===== config.mk =====
export PLATFORM = sky130hd
export DESIGN_NAME = alu_exec_flat
export DESIGN_NICKNAME = d
export VERILOG_FILES = /design/src/rtl/alu_exec_if.sv /design/src/rtl/alu_exec.sv /design/src/flat_wrapper.sv
export SDC_FILE = /design/constraint.sdc
export NUM_CORES = 1
export LEC_CHECK = 0
export ABC_AREA = 1
export CORE_ASPECT_RATIO = 1.25
export CORE_MARGIN = 5
export CORE_UTILIZATION = 45
export CTS_BUF_LIST = sky130_fd_sc_hd__clkbuf_16
export CTS_CLUSTER_SIZE = 12
export DETAILED_ROUTE_END_ITERATION = 7
export MAX_ROUTING_LAYER = met4
export PLACE_DENSITY_LB_ADDON = 0.12
export SYNTH_ARGS = -nofsm -noshare
export SYNTH_HDL_FRONTEND = slang
export SYNTH_SLANG_ARGS = --single-unit

===== constraint.sdc =====
create_clock -name clk -period 1.1 [get_ports clk]
set_input_delay 0.11 -clock clk [delete_from_list [all_inputs] [get_ports clk]]
set_output_delay 0.11 -clock clk [all_outputs]
set_load 0.02 [all_outputs]

===== src/rtl/alu_exec_if.sv =====
`default_nettype none
// ============================================================================
//  Module   : alu_exec_if
//  Brief    : Operation/result bundle between ID/EX and the alu_exec stage.
//  Revision : 1.0 - initial release
// ============================================================================
interface alu_exec_if #(
  parameter int WIDTH = 32,
  parameter int SHW   = $clog2(WIDTH)
);
  logic             valid_i;
  logic [5:0]       opcode_i;
  logic [5:0]       funct_i;
  logic [WIDTH-1:0] a_i;
  logic [WIDTH-1:0] b_i;
  logic [SHW-1:0]   shamt_i;
  logic             ready_o;
  logic             busy_o;
  logic             done_o;
  logic [WIDTH-1:0] result_o;
  logic             zero_o;
  logic             illegal_o;
  logic [3:0]       aluop_o;

  modport master (
    output valid_i, opcode_i, funct_i, a_i, b_i, shamt_i,
    input  ready_o, busy_o, done_o, result_o, zero_o, illegal_o, aluop_o
  );

  modport slave (
    input  valid_i, opcode_i, funct_i, a_i, b_i, shamt_i,
    output ready_o, busy_o, done_o, result_o, zero_o, illegal_o, aluop_o
  );
endinterface
`default_nettype wire


===== src/rtl/alu_exec.sv =====
`default_nettype none
// ============================================================================
//  Module   : alu_exec
//  Brief    : Registered MIPS EX-stage ALU with opcode/funct decode and an
//             optional iterative multiply/divide engine (macro ALU_MULDIV_EN).
//  Revision : 1.0 - initial release
// ============================================================================
module alu_exec #(
  parameter int WIDTH = 32,
  parameter int SHW   = $clog2(WIDTH)
) (
  input  logic      clk,
  input  logic      rst_n,
  alu_exec_if.slave bus
);

  localparam logic [3:0] c_OP_AND  = 4'd0;
  localparam logic [3:0] c_OP_OR   = 4'd1;
  localparam logic [3:0] c_OP_ADD  = 4'd2;
  localparam logic [3:0] c_OP_SLL  = 4'd3;
  localparam logic [3:0] c_OP_SRL  = 4'd4;
  localparam logic [3:0] c_OP_SRA  = 4'd5;
  localparam logic [3:0] c_OP_SUB  = 4'd6;
  localparam logic [3:0] c_OP_SLT  = 4'd7;
  localparam logic [3:0] c_OP_XOR  = 4'd8;
  localparam logic [3:0] c_OP_NOR  = 4'd9;
  localparam logic [3:0] c_OP_SLTU = 4'd10;
  localparam logic [3:0] c_OP_LUI  = 4'd11;
  localparam logic [3:0] c_OP_ILL  = 4'd15;
`ifdef ALU_MULDIV_EN
  localparam logic [3:0] c_OP_MD   = 4'd12;
  localparam logic [3:0] c_OP_MFHI = 4'd13;
  localparam logic [3:0] c_OP_MFLO = 4'd14;
  localparam logic [SHW-1:0] c_CNT_INIT = SHW'(WIDTH - 1);

  typedef enum logic [1:0] {S_IDLE = 2'd0, S_RUN = 2'd1, S_FIN = 2'd2} state_t;
  state_t           r_state;
  logic [SHW-1:0]   r_cnt;
  logic [WIDTH-1:0] r_hi, r_lo, r_wh, r_wl, r_op, r_a;
  logic             r_ismul, r_negq, r_negr, r_divz;
  logic             w_sa, w_sb;
  logic [WIDTH-1:0] w_maga, w_magb, w_addend, w_dhi, w_dlo, w_nh, w_nl, w_fh, w_fl;
  logic [WIDTH:0]   w_msum, w_rr, w_rsub;
  logic             w_dge;
  logic [2*WIDTH-1:0] w_mnext, w_prod, w_prodf;
`endif

  logic             w_var, w_ready, w_accept;
  logic [3:0]       w_aluop;
  logic [SHW-1:0]   w_sh;
  logic [WIDTH-1:0] w_res;
  logic [WIDTH-1:0] r_result;
  logic             r_zero, r_done, r_illegal;
  logic [3:0]       r_aluop;

  always_comb begin
    w_aluop = c_OP_ILL;
    w_var   = 1'b0;
    case (bus.opcode_i)
      6'h00: begin
        case (bus.funct_i)
          6'h00: w_aluop = c_OP_SLL;
          6'h02: w_aluop = c_OP_SRL;
          6'h03: w_aluop = c_OP_SRA;
          6'h04: begin w_aluop = c_OP_SLL; w_var = 1'b1; end
          6'h06: begin w_aluop = c_OP_SRL; w_var = 1'b1; end
          6'h07: begin w_aluop = c_OP_SRA; w_var = 1'b1; end
          6'h20, 6'h21: w_aluop = c_OP_ADD;
          6'h22, 6'h23: w_aluop = c_OP_SUB;
          6'h24: w_aluop = c_OP_AND;
          6'h25: w_aluop = c_OP_OR;
          6'h26: w_aluop = c_OP_XOR;
          6'h27: w_aluop = c_OP_NOR;
          6'h2A: w_aluop = c_OP_SLT;
          6'h2B: w_aluop = c_OP_SLTU;
`ifdef ALU_MULDIV_EN
          6'h10: w_aluop = c_OP_MFHI;
          6'h12: w_aluop = c_OP_MFLO;
          6'h18, 6'h19, 6'h1A, 6'h1B: w_aluop = c_OP_MD;
`endif
          default: w_aluop = c_OP_ILL;
        endcase
      end
      6'h23, 6'h2B, 6'h08, 6'h09: w_aluop = c_OP_ADD;
      6'h04, 6'h05: w_aluop = c_OP_SUB;
      6'h0A: w_aluop = c_OP_SLT;
      6'h0B: w_aluop = c_OP_SLTU;
      6'h0C: w_aluop = c_OP_AND;
      6'h0D: w_aluop = c_OP_OR;
      6'h0E: w_aluop = c_OP_XOR;
      6'h0F: w_aluop = c_OP_LUI;
      default: w_aluop = c_OP_ILL;
    endcase
  end

  assign w_sh = w_var ? bus.a_i[SHW-1:0] : bus.shamt_i;

  always_comb begin
    w_res = '0;
    case (w_aluop)
      c_OP_AND:  w_res = bus.a_i & bus.b_i;
      c_OP_OR:   w_res = bus.a_i | bus.b_i;
      c_OP_ADD:  w_res = bus.a_i + bus.b_i;
      c_OP_SLL:  w_res = bus.b_i << w_sh;
      c_OP_SRL:  w_res = bus.b_i >> w_sh;
      c_OP_SRA:  w_res = $unsigned($signed(bus.b_i) >>> w_sh);
      c_OP_SUB:  w_res = bus.a_i - bus.b_i;
      c_OP_SLT:  w_res = {{(WIDTH-1){1'b0}}, $signed(bus.a_i) < $signed(bus.b_i)};
      c_OP_XOR:  w_res = bus.a_i ^ bus.b_i;
      c_OP_NOR:  w_res = ~(bus.a_i | bus.b_i);
      c_OP_SLTU: w_res = {{(WIDTH-1){1'b0}}, bus.a_i < bus.b_i};
      c_OP_LUI:  w_res = bus.b_i << 16;
`ifdef ALU_MULDIV_EN
      c_OP_MFHI: w_res = r_hi;
      c_OP_MFLO: w_res = r_lo;
`endif
      default:   w_res = '0;
    endcase
  end

`ifdef ALU_MULDIV_EN
  assign w_ready = (r_state == S_IDLE);

  // Operands are reduced to magnitudes at load; signs are reapplied at the end.
  assign w_sa   = ~bus.funct_i[0] & bus.a_i[WIDTH-1];
  assign w_sb   = ~bus.funct_i[0] & bus.b_i[WIDTH-1];
  assign w_maga = w_sa ? -bus.a_i : bus.a_i;
  assign w_magb = w_sb ? -bus.b_i : bus.b_i;

  always_comb begin
    w_addend = r_wl[0] ? r_op : '0;
    w_msum   = {1'b0, r_wh} + {1'b0, w_addend};
    w_mnext  = {w_msum, r_wl[WIDTH-1:1]};
    w_rr     = {r_wh, r_wl[WIDTH-1]};
    w_dge    = (w_rr >= {1'b0, r_op});
    w_rsub   = w_rr - {1'b0, r_op};
    w_dhi    = w_dge ? w_rsub[WIDTH-1:0] : w_rr[WIDTH-1:0];
    w_dlo    = {r_wl[WIDTH-2:0], w_dge};
    w_nh     = r_ismul ? w_mnext[2*WIDTH-1:WIDTH] : w_dhi;
    w_nl     = r_ismul ? w_mnext[WIDTH-1:0]       : w_dlo;
    w_prod   = {w_nh, w_nl};
    w_prodf  = r_negq ? -w_prod : w_prod;
    if (r_ismul) begin
      w_fh = w_prodf[2*WIDTH-1:WIDTH];
      w_fl = w_prodf[WIDTH-1:0];
    end else if (r_divz) begin
      w_fh = r_a;
      w_fl = '1;
    end else begin
      w_fh = r_negr ? -w_nh : w_nh;
      w_fl = r_negq ? -w_nl : w_nl;
    end
  end
`else
  assign w_ready = 1'b1;
`endif

  assign w_accept = bus.valid_i & w_ready;

  always_ff @(posedge clk or negedge rst_n) begin
    if (!rst_n) begin
      r_result  <= '0;
      r_zero    <= 1'b0;
      r_done    <= 1'b0;
      r_illegal <= 1'b0;
      r_aluop   <= '0;
`ifdef ALU_MULDIV_EN
      r_state   <= S_IDLE;
      r_cnt     <= '0;
      r_hi      <= '0;
      r_lo      <= '0;
      r_wh      <= '0;
      r_wl      <= '0;
      r_op      <= '0;
      r_a       <= '0;
      r_ismul   <= 1'b0;
      r_negq    <= 1'b0;
      r_negr    <= 1'b0;
      r_divz    <= 1'b0;
`endif
    end else begin
      r_done    <= 1'b0;
      r_illegal <= 1'b0;
      if (w_accept) begin
        r_aluop <= w_aluop;
        if (w_aluop == c_OP_ILL) begin
          r_result  <= '0;
          r_zero    <= 1'b0;
          r_illegal <= 1'b1;
        end
`ifdef ALU_MULDIV_EN
        else if (w_aluop == c_OP_MD) begin
          r_state <= S_RUN;
          r_cnt   <= c_CNT_INIT;
          r_wh    <= '0;
          r_wl    <= w_maga;
          r_op    <= w_magb;
          r_a     <= bus.a_i;
          r_ismul <= ~bus.funct_i[1];
          r_negq  <= w_sa ^ w_sb;
          r_negr  <= w_sa;
          r_divz  <= bus.funct_i[1] & (bus.b_i == '0);
        end
`endif
        else begin
          r_result <= w_res;
          r_zero   <= (w_res == '0);
          r_done   <= 1'b1;
        end
      end
`ifdef ALU_MULDIV_EN
      case (r_state)
        S_RUN: begin
          r_wh  <= w_nh;
          r_wl  <= w_nl;
          r_cnt <= r_cnt - 1'b1;
          // Last iteration also commits HI/LO and presents LO on the result.
          if (r_cnt == '0) begin
            r_hi     <= w_fh;
            r_lo     <= w_fl;
            r_result <= w_fl;
            r_zero   <= (w_fl == '0);
            r_done   <= 1'b1;
            r_state  <= S_FIN;
          end
        end
        S_FIN:   r_state <= S_IDLE;
        default: ;
      endcase
`endif
    end
  end

  assign bus.ready_o   = w_ready;
  assign bus.busy_o    = ~w_ready;
  assign bus.done_o    = r_done;
  assign bus.result_o  = r_result;
  assign bus.zero_o    = r_zero;
  assign bus.illegal_o = r_illegal;
  assign bus.aluop_o   = r_aluop;

endmodule
`default_nettype wire


===== src/flat_wrapper.sv =====
// flat-port wrapper written by rule: the top's interface ports become plain ports
module alu_exec_flat 
#(
  parameter int WIDTH = 32,
  parameter int SHW   = $clog2(WIDTH)
)
  (clk, rst_n, bus_valid_i, bus_opcode_i, bus_funct_i, bus_a_i, bus_b_i, bus_shamt_i, bus_ready_o, bus_busy_o, bus_done_o, bus_result_o, bus_zero_o, bus_illegal_o, bus_aluop_o);
  alu_exec_if #(.WIDTH(WIDTH), .SHW(SHW)) bus_i ();
  input  logic clk;
  input  logic rst_n;
  input wire logic [$bits(bus_i.valid_i)-1:0] bus_valid_i;
  input wire logic [$bits(bus_i.opcode_i)-1:0] bus_opcode_i;
  input wire logic [$bits(bus_i.funct_i)-1:0] bus_funct_i;
  input wire logic [$bits(bus_i.a_i)-1:0] bus_a_i;
  input wire logic [$bits(bus_i.b_i)-1:0] bus_b_i;
  input wire logic [$bits(bus_i.shamt_i)-1:0] bus_shamt_i;
  output wire logic [$bits(bus_i.ready_o)-1:0] bus_ready_o;
  output wire logic [$bits(bus_i.busy_o)-1:0] bus_busy_o;
  output wire logic [$bits(bus_i.done_o)-1:0] bus_done_o;
  output wire logic [$bits(bus_i.result_o)-1:0] bus_result_o;
  output wire logic [$bits(bus_i.zero_o)-1:0] bus_zero_o;
  output wire logic [$bits(bus_i.illegal_o)-1:0] bus_illegal_o;
  output wire logic [$bits(bus_i.aluop_o)-1:0] bus_aluop_o;
  assign bus_i.valid_i = bus_valid_i;
  assign bus_i.opcode_i = bus_opcode_i;
  assign bus_i.funct_i = bus_funct_i;
  assign bus_i.a_i = bus_a_i;
  assign bus_i.b_i = bus_b_i;
  assign bus_i.shamt_i = bus_shamt_i;
  assign bus_ready_o = bus_i.ready_o;
  assign bus_busy_o = bus_i.busy_o;
  assign bus_done_o = bus_i.done_o;
  assign bus_result_o = bus_i.result_o;
  assign bus_zero_o = bus_i.zero_o;
  assign bus_illegal_o = bus_i.illegal_o;
  assign bus_aluop_o = bus_i.aluop_o;
  alu_exec #(.WIDTH(WIDTH), .SHW(SHW)) u_core (.clk(clk), .rst_n(rst_n), .bus(bus_i));
endmodule

==> flow_metrics.env, run 1 <==
export IMPL_ys_types=43
export IMPL_grt_pass1_vias=26389
export IMPL_numCtsBuffers=5
export IMPL_cts_num_sinks=39
export IMPL_dp_hpwl_um=60200
export IMPL_syn_nets=2557
export IMPL_synth_seq_cells=39
export IMPL_ios=125
export IMPL_grt_overflow_total=181
export IMPL_place_ws_ps=-2640
export IMPL_grt_max_degree=40
export IMPL_die_h_um=194
export IMPL_yosys_warnings=0
export IMPL_yosysTopAreaCellShare_pct=22.5
export IMPL_grtUsageTotal_pct=67.7
export IMPL_yosysTopAreaCell="nand2_1"
export IMPL_synth_area_leaders="nand2_1 (22%), nand3_1 (18%), ha_1 (9.9%), nor2_1 (8.4%), dfrtp_1 (8.0%)"
export IMPL_stop_stage="5_1_grt"
export IMPL_numPortBuffers=122
export IMPL_error="[ERROR GRT-0116] Global routing finished with congestion. Check the congestion regions in the DRC Viewer."
export IMPL_initial_core_util_pct=45.4
export IMPL_gp_congestion=1.15
export IMPL_syn_area_per_cell_um2=5.11
export IMPL_status="stopped before the end"
export IMPL_grt_pass1_wl_um=158000
export IMPL_syn_area_um2=12100
export IMPL_root_buffer="clkbuf_16"
export IMPL_syn_instance_count=2375
export IMPL_clockBufferDepth=2
export IMPL_die_width_um=157
export IMPL_htreeDepth=2
export IMPL_rows=67
export IMPL_ys_seq_area_share_pct=8.05
routing by layer:
metal	overflow	global-route usage, %
met5	-	-
met2	127	89.2
met1	2	66.2
met4	52	68.8
met3	0	39.2
what timing repair did:
item / in CTS
setup endpoints to repair: 78
resized for setup: 1209
cloned: 13
pin swaps: 312
endpoints found under the hold margin: 39
buffers inserted: 154
hold buffers: 1
cells by family after synthesis:
family          share of synthesized area (%)
compound gates                           13.3
flops                                    8.05
fa+ha+maj                                10.2
other cells                            0.0619
simple gates                             54.6
xor+xnor                                 1.23
buf+inv                                  12.6
through the flow:
step / cell area (um2) / instances / TNS [ps] / hold slack [ps]
floorplan: 12700 / 2375 / -27230 / -186
global placement: 18900 / 3397 / -75670 / 87.0
detailed placement: 18900 / 3397 / -78730 / 95.8
CTS: 23800 / 3565 / -40550 / 329
Yosys cell counts, drive strengths merged:
library cell	number
o211ai	8
nand4	41
inv	273
xor2	16
and2	3
nor4	3
clkinv	1
a31oi	15
conb	2
buf	53
o221ai	2
nor2	285
xnor2	1
or2	2
nand3	434
a21boi	3
o21ai	140
o21bai	8
o2111ai	1
nor3	26
clkbuf	53
and3	2
nand3b	12
ha	96
a21o	4
nand2	733
o22ai	6
a21oi	111
fa	2
dfrtp	39
==> run 2, diff against run 1 <==
CORE_ASPECT_RATIO = not set   (was 1.25)
CORE_UTILIZATION = 30   (was 45)
CTS_BUF_LIST = not set   (was sky130_fd_sc_hd__clkbuf_16)
CTS_CLUSTER_SIZE = not set   (was 12)
MAX_ROUTING_LAYER = not set   (was met4)
PLACE_DENSITY_LB_ADDON = 0.15   (was 0.12)
==> flow_metrics.env, run 2 <==
export IMPL_status="finished with violations"
export IMPL_violations="negative setup slack"
export IMPL_reg2reg_slack_ps=390
export IMPL_num_nets_final=3486
export IMPL_core_area_um2=39800
export IMPL_grt_overflow_total=0
export IMPL_numPortBuffers=122
export IMPL_vias=20256
export IMPL_nFillCells=3905
export IMPL_final_common_cell="buf_4"
export IMPL_synth_seq_cells=39
export IMPL_grt_pass1_vias=19298
export IMPL_fmax_mhz=363
export IMPL_yosysMostFrequentCell="nand2_1"
export IMPL_drtIter0Drc=2189
export IMPL_dp_hpwl_um=68500
export IMPL_async_flop_share_pct=100
export IMPL_first_pass_iters=8
export IMPL_power_density_nw_per_um2=581
export IMPL_yosysTopAreaCellShare_pct=22.5
export IMPL_synth_enable_flop_cells=0
export IMPL_dp_cells=3672
export IMPL_viasPerCell=5.29
export IMPL_die_width_um=211
export IMPL_area_growth_pct=103
export IMPL_grt_pass1_wl_um=120000
export IMPL_yosysTopAreaCell="nand2_1"
export IMPL_cp_startpoint="bus_opcode_i[4]"
export IMPL_hold_viol_final=0
export IMPL_grt_setup_unrepaired="true"
export IMPL_wl_um=83800
export IMPL_gp_congestion=1.06
export IMPL_peakVddDrop_v=0.000736
export IMPL_rows=73
export IMPL_insertion_delay_ps=280
export IMPL_ys_types=43
export IMPL_ys_top_cells_by_count="nand2_1 (726), nand3_1 (433), nor2_1 (270), inv_1 (255), o21ai_0 (127)"
export IMPL_route_detailed_drc=0
export IMPL_syn_area_um2=12100
export IMPL_end_kind="flop"
export IMPL_fin_crit_sh_pct=251
export IMPL_maxSlewViolCount=0
export IMPL_die_h_um=211
export IMPL_hp_class="input pin to asynchronous set/reset pin"
export IMPL_layout_setup_ws_ps=-1660
export IMPL_htreeDepth=2
export IMPL_clockBufferDepth=2
export IMPL_grt_max_degree=40
export IMPL_cts_clk_slew_worst_paths_ps=50
export IMPL_finClkSkew_ps=0
export IMPL_cts_num_sinks=39
export IMPL_syn_nets=2557
export IMPL_yosys_warnings=0
export IMPL_drive_gt1_share_pct=50.6
export IMPL_cts_tree="yes"
export IMPL_cp_max_fo=8
export IMPL_root_buffer="clkbuf_16"
export IMPL_regArea_um2=976
export IMPL_final_util_pct=61.9
export IMPL_synth_area_leaders="nand2_1 (22%), nand3_1 (18%), ha_1 (9.9%), nor2_1 (8.4%), dfrtp_1 (8.0%)"
export IMPL_die_area_um2=44500
export IMPL_largest_register_ffs=32
export IMPL_wl_per_cell_um=21.9
export IMPL_fin_total_pwr_w=0.0143
export IMPL_reg2reg_from="u_core.bus.result_o[23]$_DFFE_PN0P_"
export IMPL_finalCriticalPeriod_ps=2760
export IMPL_fin_setup_tns_ps=-49010
export IMPL_path_class="input pin to flop"
export IMPL_initial_core_util_pct=30.5
export IMPL_numCtsBuffers=5
export IMPL_finalNonFillerCells=3831
export IMPL_p_leak_nw=12.5
export IMPL_ios=125
export IMPL_ys_seq_area_share_pct=8.05
export IMPL_ys_flop_type="dfrtp_1"
export IMPL_setup_viol=38
export IMPL_worst_setup_path_start_kind="input pin"
export IMPL_grtUsageTotal_pct=35.5
export IMPL_syn_area_per_cell_um2=5.11
export IMPL_worstPathArrival_ps=2980
export IMPL_max_cap_viol_count=0
export IMPL_syn_instance_count=2375
export IMPL_final_cell_mix="buf_4 (780), nand2_1 (561), nand3_1 (291)"
export IMPL_drt_antenna_violating_nets=0
export IMPL_multi_input_area_um2=12900
export IMPL_required_ps=1320
export IMPL_antenna_found_initial=0
-- run 2: cell counts after synthesis --
No cell type changed its count.
-- run 2: cell families (layout without fill, tap and decap cells) --
logic type / Yosys count / in the layout / share of synthesized area, %
buffers and inverters: 380 / 1309 / 12.6
DFF: 39 / 39 / 8.05
other: 2 / 3 / 0.0619
and+or+nand+nor: 1541 / 1542 / 54.6
xor gates and xnor gates: 17 / 17 / 1.23
AOI/OAI and AO/OA: 298 / 298 / 13.3
adders and majority gates: 98 / 98 / 10.2
-- run 2: worst paths after layout --
path,endpoint,depth (start not counted)
worst max-delay path,u_core.bus.zero_o$_DFFE_PN0P_,24
worst min-delay path,u_core.bus.result_o[7]$_DFFE_PN0P_,3
worst max register to register,u_core.bus.result_o[23]$_DFFE_PN0P_,2
worst min register to register,u_core.bus.result_o[29]$_DFFE_PN0P_,2
max in group asynchronous,u_core.bus.result_o[20]$_DFFE_PN0P_,3
min in group clk,u_core.bus.result_o[29]$_DFFE_PN0P_,2
-- run 2: layer usage --
metal	routed length, um	up-vias	GRT usage, %
met5	0	-	0
met4	3560	0	12.0
met3	7440	144	4.90
met2	36200	982	54.9
met1	36600	9506	50.7
li1	-	9624	-
-- run 2: critical path, cell delays in order --
cell     delay (ps)
buf_6           100
nor2_4          140
inv_2            60
nor2_4          150
buf_6           120
buf_6            90
nand3_4         190
nand2_8         200
buf_6           150
buf_16          140
nand2_2          90
nand3_2          90
nand3_2          80
nand3_2          90
o21ai_2          80
nand2_2         130
nand4_1         280
nor2_4          180
nand2_1          90
nor2_1          100
nand2_1          80
nor2_2          100
nand2_1          50
nand2_1          60
-- run 2: timing repair --
item,in CTS,in global routing
hold endpoints to repair,39,0
cloned,8,3
endpoints found under the setup margin,75,64
setup buffers,97,49
pin swaps,195,168
gates resized for setup,826,315
hold buffers,1,0
-- run 2: area by class of cell --
cell class | count | area share [%]
well taps | 525 | 2.66
multi-input cells | 1957 | 52.2
clock inverters | 2 | 0.142
clock buffers | 6 | 0.563
inverters | 274 | 4.36
diodes | 1 | 0.0102
repair buffers | 1027 | 36.1
flip-flops and latches | 39 | 3.96
-- run 2: stage by stage --
step                      worst slack, ps  cell area (um2)  hold WS (ps)
after floorplan                     -1080            12700          -186
after global routing                -1760            24700           352
after detailed placement            -2780            19900          91.7
final                               -1660            24700           325
after global placement              -2920            19900          92.7
after CTS                           -1710            23400           330
-- run 2: where the power goes --
part | total, W | internal [W] | switching [W]
Combinational | 0.0110 | 0.00494 | 0.00610
Sequential | 0.00162 | 0.00155 | 0.0000690
Clock | 0.00166 | 0.00113 | 0.000538
Power figures use the tool's default switching activity.
==> run 3, diff against run 2 <==
CORE_MARGIN = not set   (was 5)
==> flow_metrics.env, run 3 (synthesized netlist as in run 2, its figures left out) <==
export IMPL_status="finished with violations"
export IMPL_violations="negative setup slack"
export IMPL_htreeDepth=2
export IMPL_finalCriticalPeriod_ps=2740
export IMPL_rows=73
export IMPL_endpoint="u_core.bus.zero_o$_DFFE_PN0P_"
export IMPL_route_detailed_drc=0
export IMPL_required_ps=1320
export IMPL_peakVddDrop_v=0.000673
export IMPL_die_h_um=203
export IMPL_numPortBuffers=122
export IMPL_cp_max_fo=6
export IMPL_finClkSkew_ps=0
export IMPL_power_density_nw_per_um2=578
export IMPL_maxSlewHeadroom_pct=64.1
export IMPL_p_leak_nw=13.8
export IMPL_insertion_delay_ps=280
export IMPL_worst_setup_path_start_kind="input pin"
export IMPL_fin_setup_tns_ps=-48770
export IMPL_drive_gt1_share_pct=61.7
export IMPL_grt_pass1_wl_um=129000
export IMPL_final_area_um2=28200
export IMPL_clockBufferDepth=2
export IMPL_wl_um=91800
export IMPL_fmax_mhz=365
export IMPL_setup_viol=39
export IMPL_grt_overflow_total=0
export IMPL_grt_use_met1_pct=57.2
export IMPL_grt_max_degree=40
export IMPL_cts_num_sinks=39
export IMPL_rr_worst_depth=3
export IMPL_worstPathArrival_ps=2960
export IMPL_pwr_share_seq_pct=9.9
export IMPL_largest_register_ffs=32
export IMPL_grt_setup_unrepaired="true"
export IMPL_area_growth_pct=132
export IMPL_cts_tree="yes"
export IMPL_fin_crit_sh_pct=249
export IMPL_ios=125
export IMPL_final_common_cell="buf_4"
export IMPL_clock_power_share_pct=10.4
export IMPL_reg2reg_from="u_core.bus.result_o[8]$_DFFE_PN0P_"
export IMPL_numCtsBuffers=5
export IMPL_cp_slowest_stage_delay_ps=440
export IMPL_grt_use_met2_pct=64.6
export IMPL_grt_pass1_vias=20587
export IMPL_end_kind="flop"
export IMPL_gp_congestion=1.08
export IMPL_hold_viol_final=0
export IMPL_max_cap_viol_count=0
export IMPL_dp_hpwl_um=70700
export IMPL_rr_endpoint="u_core.bus.result_o[8]$_DFFE_PN0P_"
export IMPL_die_width_um=203
export IMPL_viasPerCell=5.50
export IMPL_switching_share_pct=47.8
export IMPL_first_pass_iters=6
export IMPL_p_switching_w=0.00778
export IMPL_wl_per_cell_um=23.4
export IMPL_num_nets_final=3571
export IMPL_die_area_um2=41200
export IMPL_hp_class="input pin to asynchronous set/reset pin"
export IMPL_postPlaceCellArea_um2=20100
export IMPL_cts_clk_slew_worst_paths_ps=60
export IMPL_antenna_found_initial=0
export IMPL_place_ws_ps=-2740
export IMPL_power_internal_w=0.00851
export IMPL_cp_startpoint="bus_opcode_i[1]"
export IMPL_grtUsageTotal_pct=41.8
export IMPL_path_cells="buf_6 -> nor2_4 -> buf_4 -> buf_4 -> nand3_4 -> buf_6 -> buf_4 -> a21oi_4 -> nor2_4 -> buf_6 -> nand2_4 -> nor2_4 -> buf_4 -> o21ai_0 -> nand3_4 -> nor2_4 -> nand2_1 -> nor2_1 -> nand2_1 -> nor2_2 -> nand2_1 -> nor2_2 -> nand2_1 -> nand2_1"
export IMPL_initial_core_util_pct=30.5
export IMPL_drtIter0Drc=2215
export IMPL_finalNonFillerCells=3916
export IMPL_final_util_pct=70.8
export IMPL_maxSlewViolCount=0
export IMPL_reg2reg_slack_ps=230
export IMPL_layout_setup_ws_ps=-1640
export IMPL_root_buffer="clkbuf_16"
export IMPL_met3_usage_pct=5.71
export IMPL_worst_pin_slew_ps=533
export IMPL_crit_slowest_cell="o21ai_0"
export IMPL_pwr_share_comb_pct=79.7
export IMPL_final_cell_mix="buf_4 (763), nand2_1 (464), nand3_1 (186)"
export IMPL_core_area_um2=39800
export IMPL_top_usage_layer="met2"
export IMPL_drt_antenna_violating_nets=0
export IMPL_path_class="input pin to flop"
export IMPL_cp_common_cell="nand2_1"
export IMPL_dp_cells=3680
export IMPL_vias=21541
==> run 3: layout make-up <==
| cell class | count | area, um2 |
|---|---|---|
| multi-input cells | 1956 | 15100 |
| fillers | 3321 | 11600 |
| repair buffers | 1113 | 10100 |
| inverters | 274 | 1130 |
| flip-flops and latches | 39 | 976 |
| well taps | 525 | 657 |
| clock buffers | 6 | 139 |
| clock inverters | 2 | 35.0 |
| diodes | 1 | 2.50 |
==> run 3: what timing repair did <==
item / CTS / global route
gates resized for setup: 1206 / 659
cloned: 9 / 3
pin swaps: 336 / 300
hold endpoints to repair: 39 / 0
setup buffers: 156 / 90
setup endpoints to repair: 76 / 68
hold buffers: 1 / 0
==> run 3: critical path: cells and delay by family <==
kind	cells	cell delay [ps]
AND/OR/NAND/NOR	15	1380
buffers and inverters	7	880
AO/OA/AOI/OAI	2	570
==> run 3: through the flow <==
step	hold slack, ps	total power (W)
finish	341	0.0163
global placement	96.3	0.0105
global route	377	0.0170
detailed placement	95.1	0.0105
floorplan	-186	0.00547
CTS	335	0.0144
==> run 3: power by group through the flow <==
stage                     Combinational [W]  Clock [W]  Sequential [W]
after floorplan                     0.00370          0         0.00177
after detailed placement            0.00887          0         0.00164
after global placement              0.00886          0         0.00164
final                                0.0130    0.00170         0.00161
after global routing                 0.0135    0.00180         0.00163
after CTS                            0.0111    0.00173         0.00161
==> run 3: how the worst min path moves through the flow <==
stage	endpoint	slack (ps)	depth (start not counted)
4_1_cts	u_core.bus.result_o[22]$_DFFE_PN0P_	340	3
6_report	u_core.bus.result_o[1]$_DFFE_PN0P_	340	3
3_5_place_dp	u_core.bus.aluop_o[3]$_DFFE_PN0P_	100	2
3_3_place_gp	u_core.bus.aluop_o[3]$_DFFE_PN0P_	100	2
5_1_grt	u_core.bus.result_o[22]$_DFFE_PN0P_	380	3
2_1_floorplan	u_core.bus.aluop_o[0]$_DFFE_PN0P_	-190	0
==> run 3: routing by layer <==
metal / routed length (um) / part of all wire [%] / up-vias
met5: 0 / 0 / -
met4: 5840 / 6.4 / 0
met3: 9060 / 9.9 / 258
met2: 39400 / 43 / 1311
met1: 37400 / 41 / 10161
li1: - / - / 9811
==> run 4, diff against run 3 <==
ABC_CLOCK_PERIOD_IN_PS = 1100   (was not set)
CORE_ASPECT_RATIO = 2   (was not set)
==> flow_metrics.env, run 4 (synthesized netlist as in run 2, its figures left out) <==
export IMPL_num_nets_final=3565
export IMPL_dp_hpwl_um=74900
export IMPL_postPlaceCellArea_um2=20000
export IMPL_gp_congestion=1.09
export IMPL_largest_register_ffs=32
export IMPL_crit_slowest_cell="nand3_4"
export IMPL_fin_setup_tns_ps=-47850
export IMPL_path_class="input pin to flop"
export IMPL_fmax_mhz=333
export IMPL_cp_common_cell="nand2_1"
export IMPL_hp_class="input pin to asynchronous set/reset pin"
export IMPL_worst_pin_slew_ps=564
export IMPL_cts_tree="yes"
export IMPL_die_width_um=144
export IMPL_area_growth_pct=122
export IMPL_cp_slowest_stage_delay_ps=260
export IMPL_worst_setup_path_start_kind="input pin"
export IMPL_die_h_um=286
export IMPL_hold_viol_final=0
export IMPL_pwr_share_comb_pct=80.1
export IMPL_die_area_um2=41300
export IMPL_switching_share_pct=48.6
export IMPL_drive_gt1_share_pct=56.9
export IMPL_finalNonFillerCells=3914
export IMPL_rows=103
export IMPL_cts_num_sinks=39
export IMPL_final_area_um2=26900
export IMPL_end_kind="flop"
export IMPL_clock_power_share_pct=9.4
export IMPL_wl_um=97900
export IMPL_peakVddDrop_v=0.000434
export IMPL_layout_setup_ws_ps=-1900
export IMPL_finalCriticalPeriod_ps=3000
export IMPL_insertion_delay_ps=290
export IMPL_first_pass_iters=6
export IMPL_antenna_found_initial=9
export IMPL_core_area_um2=39700
export IMPL_initial_core_util_pct=30.6
export IMPL_final_common_cell="buf_4"
export IMPL_place_ws_ps=-2840
export IMPL_required_ps=1330
export IMPL_numCtsBuffers=5
export IMPL_drt_antenna_violating_nets=0
export IMPL_htreeDepth=2
export IMPL_cts_clk_slew_worst_paths_ps=50
export IMPL_worstPathArrival_ps=3230
export IMPL_p_switching_w=0.00745
export IMPL_max_cap_viol_count=0
export IMPL_viasPerCell=5.61
export IMPL_grt_setup_unrepaired="true"
export IMPL_dp_cells=3690
export IMPL_pwr_share_seq_pct=10.5
export IMPL_nFillCells=3515
export IMPL_vias=21947
export IMPL_status="finished with violations"
export IMPL_numPortBuffers=122
export IMPL_cp_max_fo=7
export IMPL_route_detailed_drc=0
export IMPL_wl_per_cell_um=25.0
export IMPL_holdWs_ps=164
export IMPL_setup_viol=39
export IMPL_p_leak_nw=13.4
export IMPL_ios=125
export IMPL_final_cell_mix="buf_4 (789), nand2_1 (498), nand3_1 (225)"
export IMPL_grt_pass1_vias=21716
export IMPL_fin_crit_sh_pct=273
export IMPL_grt_overflow_total=0
export IMPL_drtIter0Drc=1559
export IMPL_maxSlewHeadroom_pct=62.1
export IMPL_grtUsageTotal_pct=45.2
export IMPL_violations="negative setup slack"
export IMPL_power_density_nw_per_um2=569
export IMPL_grt_pass1_wl_um=134000
export IMPL_clockBufferDepth=2
export IMPL_grt_max_degree=40
export IMPL_root_buffer="clkbuf_16"
export IMPL_finClkSkew_ps=0
export IMPL_power_internal_w=0.00789
export IMPL_maxSlewViolCount=0
run 4: cell types whose count changed in the layout (fill, tap and decap cells not counted), sizes merged, moves of 2 or more:
cell           previous run  this run
bufbuf                    3         0
clkbuf                   38        17
dlymetal6s2s             12         5
clkdlybuf4s50            12        10
clkdlybuf4s15            22        38
dlygate4sd2              13        20
diode                     1         6
buf                    1018      1022
run 4: stage by stage:
step / utilization (%) / power (W)
after floorplan: - / 0.00547
after global placement: 50.4 / 0.0104
after global routing: 67.9 / 0.0160
after detailed placement: 50.4 / 0.0105
final: 67.9 / 0.0153
after CTS: 60.4 / 0.0137
run 4: path summary, 6_finish.rpt:
kind,startpoint,to,slack [ps],cells after the start
max,bus_funct_i[2],u_core.bus.zero_o$_DFFE_PN0P_,-1900,26
min,rst_n,u_core.bus.aluop_o[2]$_DFFE_PN0P_,160,2
max reg2reg,u_core.bus.aluop_o[3]$_DFFE_PN0P_,u_core.bus.aluop_o[3]$_DFFE_PN0P_,310,2
min reg2reg,u_core.bus.result_o[16]$_DFFE_PN0P_,u_core.bus.result_o[16]$_DFFE_PN0P_,460,2
max in group asynchronous,rst_n,u_core.bus.result_o[23]$_DFFE_PN0P_,530,3
min in group clk,u_core.bus.result_o[16]$_DFFE_PN0P_,u_core.bus.result_o[16]$_DFFE_PN0P_,460,2
run 4: worst max-delay path, delay by kind of cell:
| family | cells | cell delay [ps] |
|---|---|---|
| AND/OR/NAND/NOR | 21 | 2510 |
| buffers and inverters | 5 | 580 |
run 4: metal layers:
metal  track usage [%]  up-vias  share of wire [%]
met5                 0        -                  0
met4              56.6        0                 15
met3              9.91      723                6.7
met2              78.8     1197                 49
met1              37.6    10232                 29
li1                  -     9795                  -
run 4: final cells by class:
cell class / count / area, um2 / share of cell area, %
multi-input cells: 1956 / 14300 / 52.9
clock buffers: 6 / 139 / 0.515
inverters: 274 / 1120 / 4.16
well taps: 525 / 657 / 2.44
clock inverters: 1 / 5.00 / 0.0186
diodes: 6 / 15.0 / 0.0557
repair buffers: 1107 / 9780 / 36.3
flip-flops and latches: 39 / 976 / 3.62
run 4: power groups by stage:
stage               clock network (W)  logic [W]  registers (W)
finish                        0.00144     0.0123        0.00162
global route                  0.00148     0.0129        0.00163
CTS                           0.00144     0.0106        0.00161
detailed placement                  0    0.00883        0.00164
global placement                    0    0.00881        0.00163
floorplan                           0    0.00370        0.00177
run 4: repair_timing:
item,4_1_cts,5_1_grt
setup buffers,107,110
hold buffers,1,0
cloned,6,4
pin swaps,216,187
endpoints found under the hold margin,39,0
endpoints found under the setup margin,78,63
resized for setup,1055,565
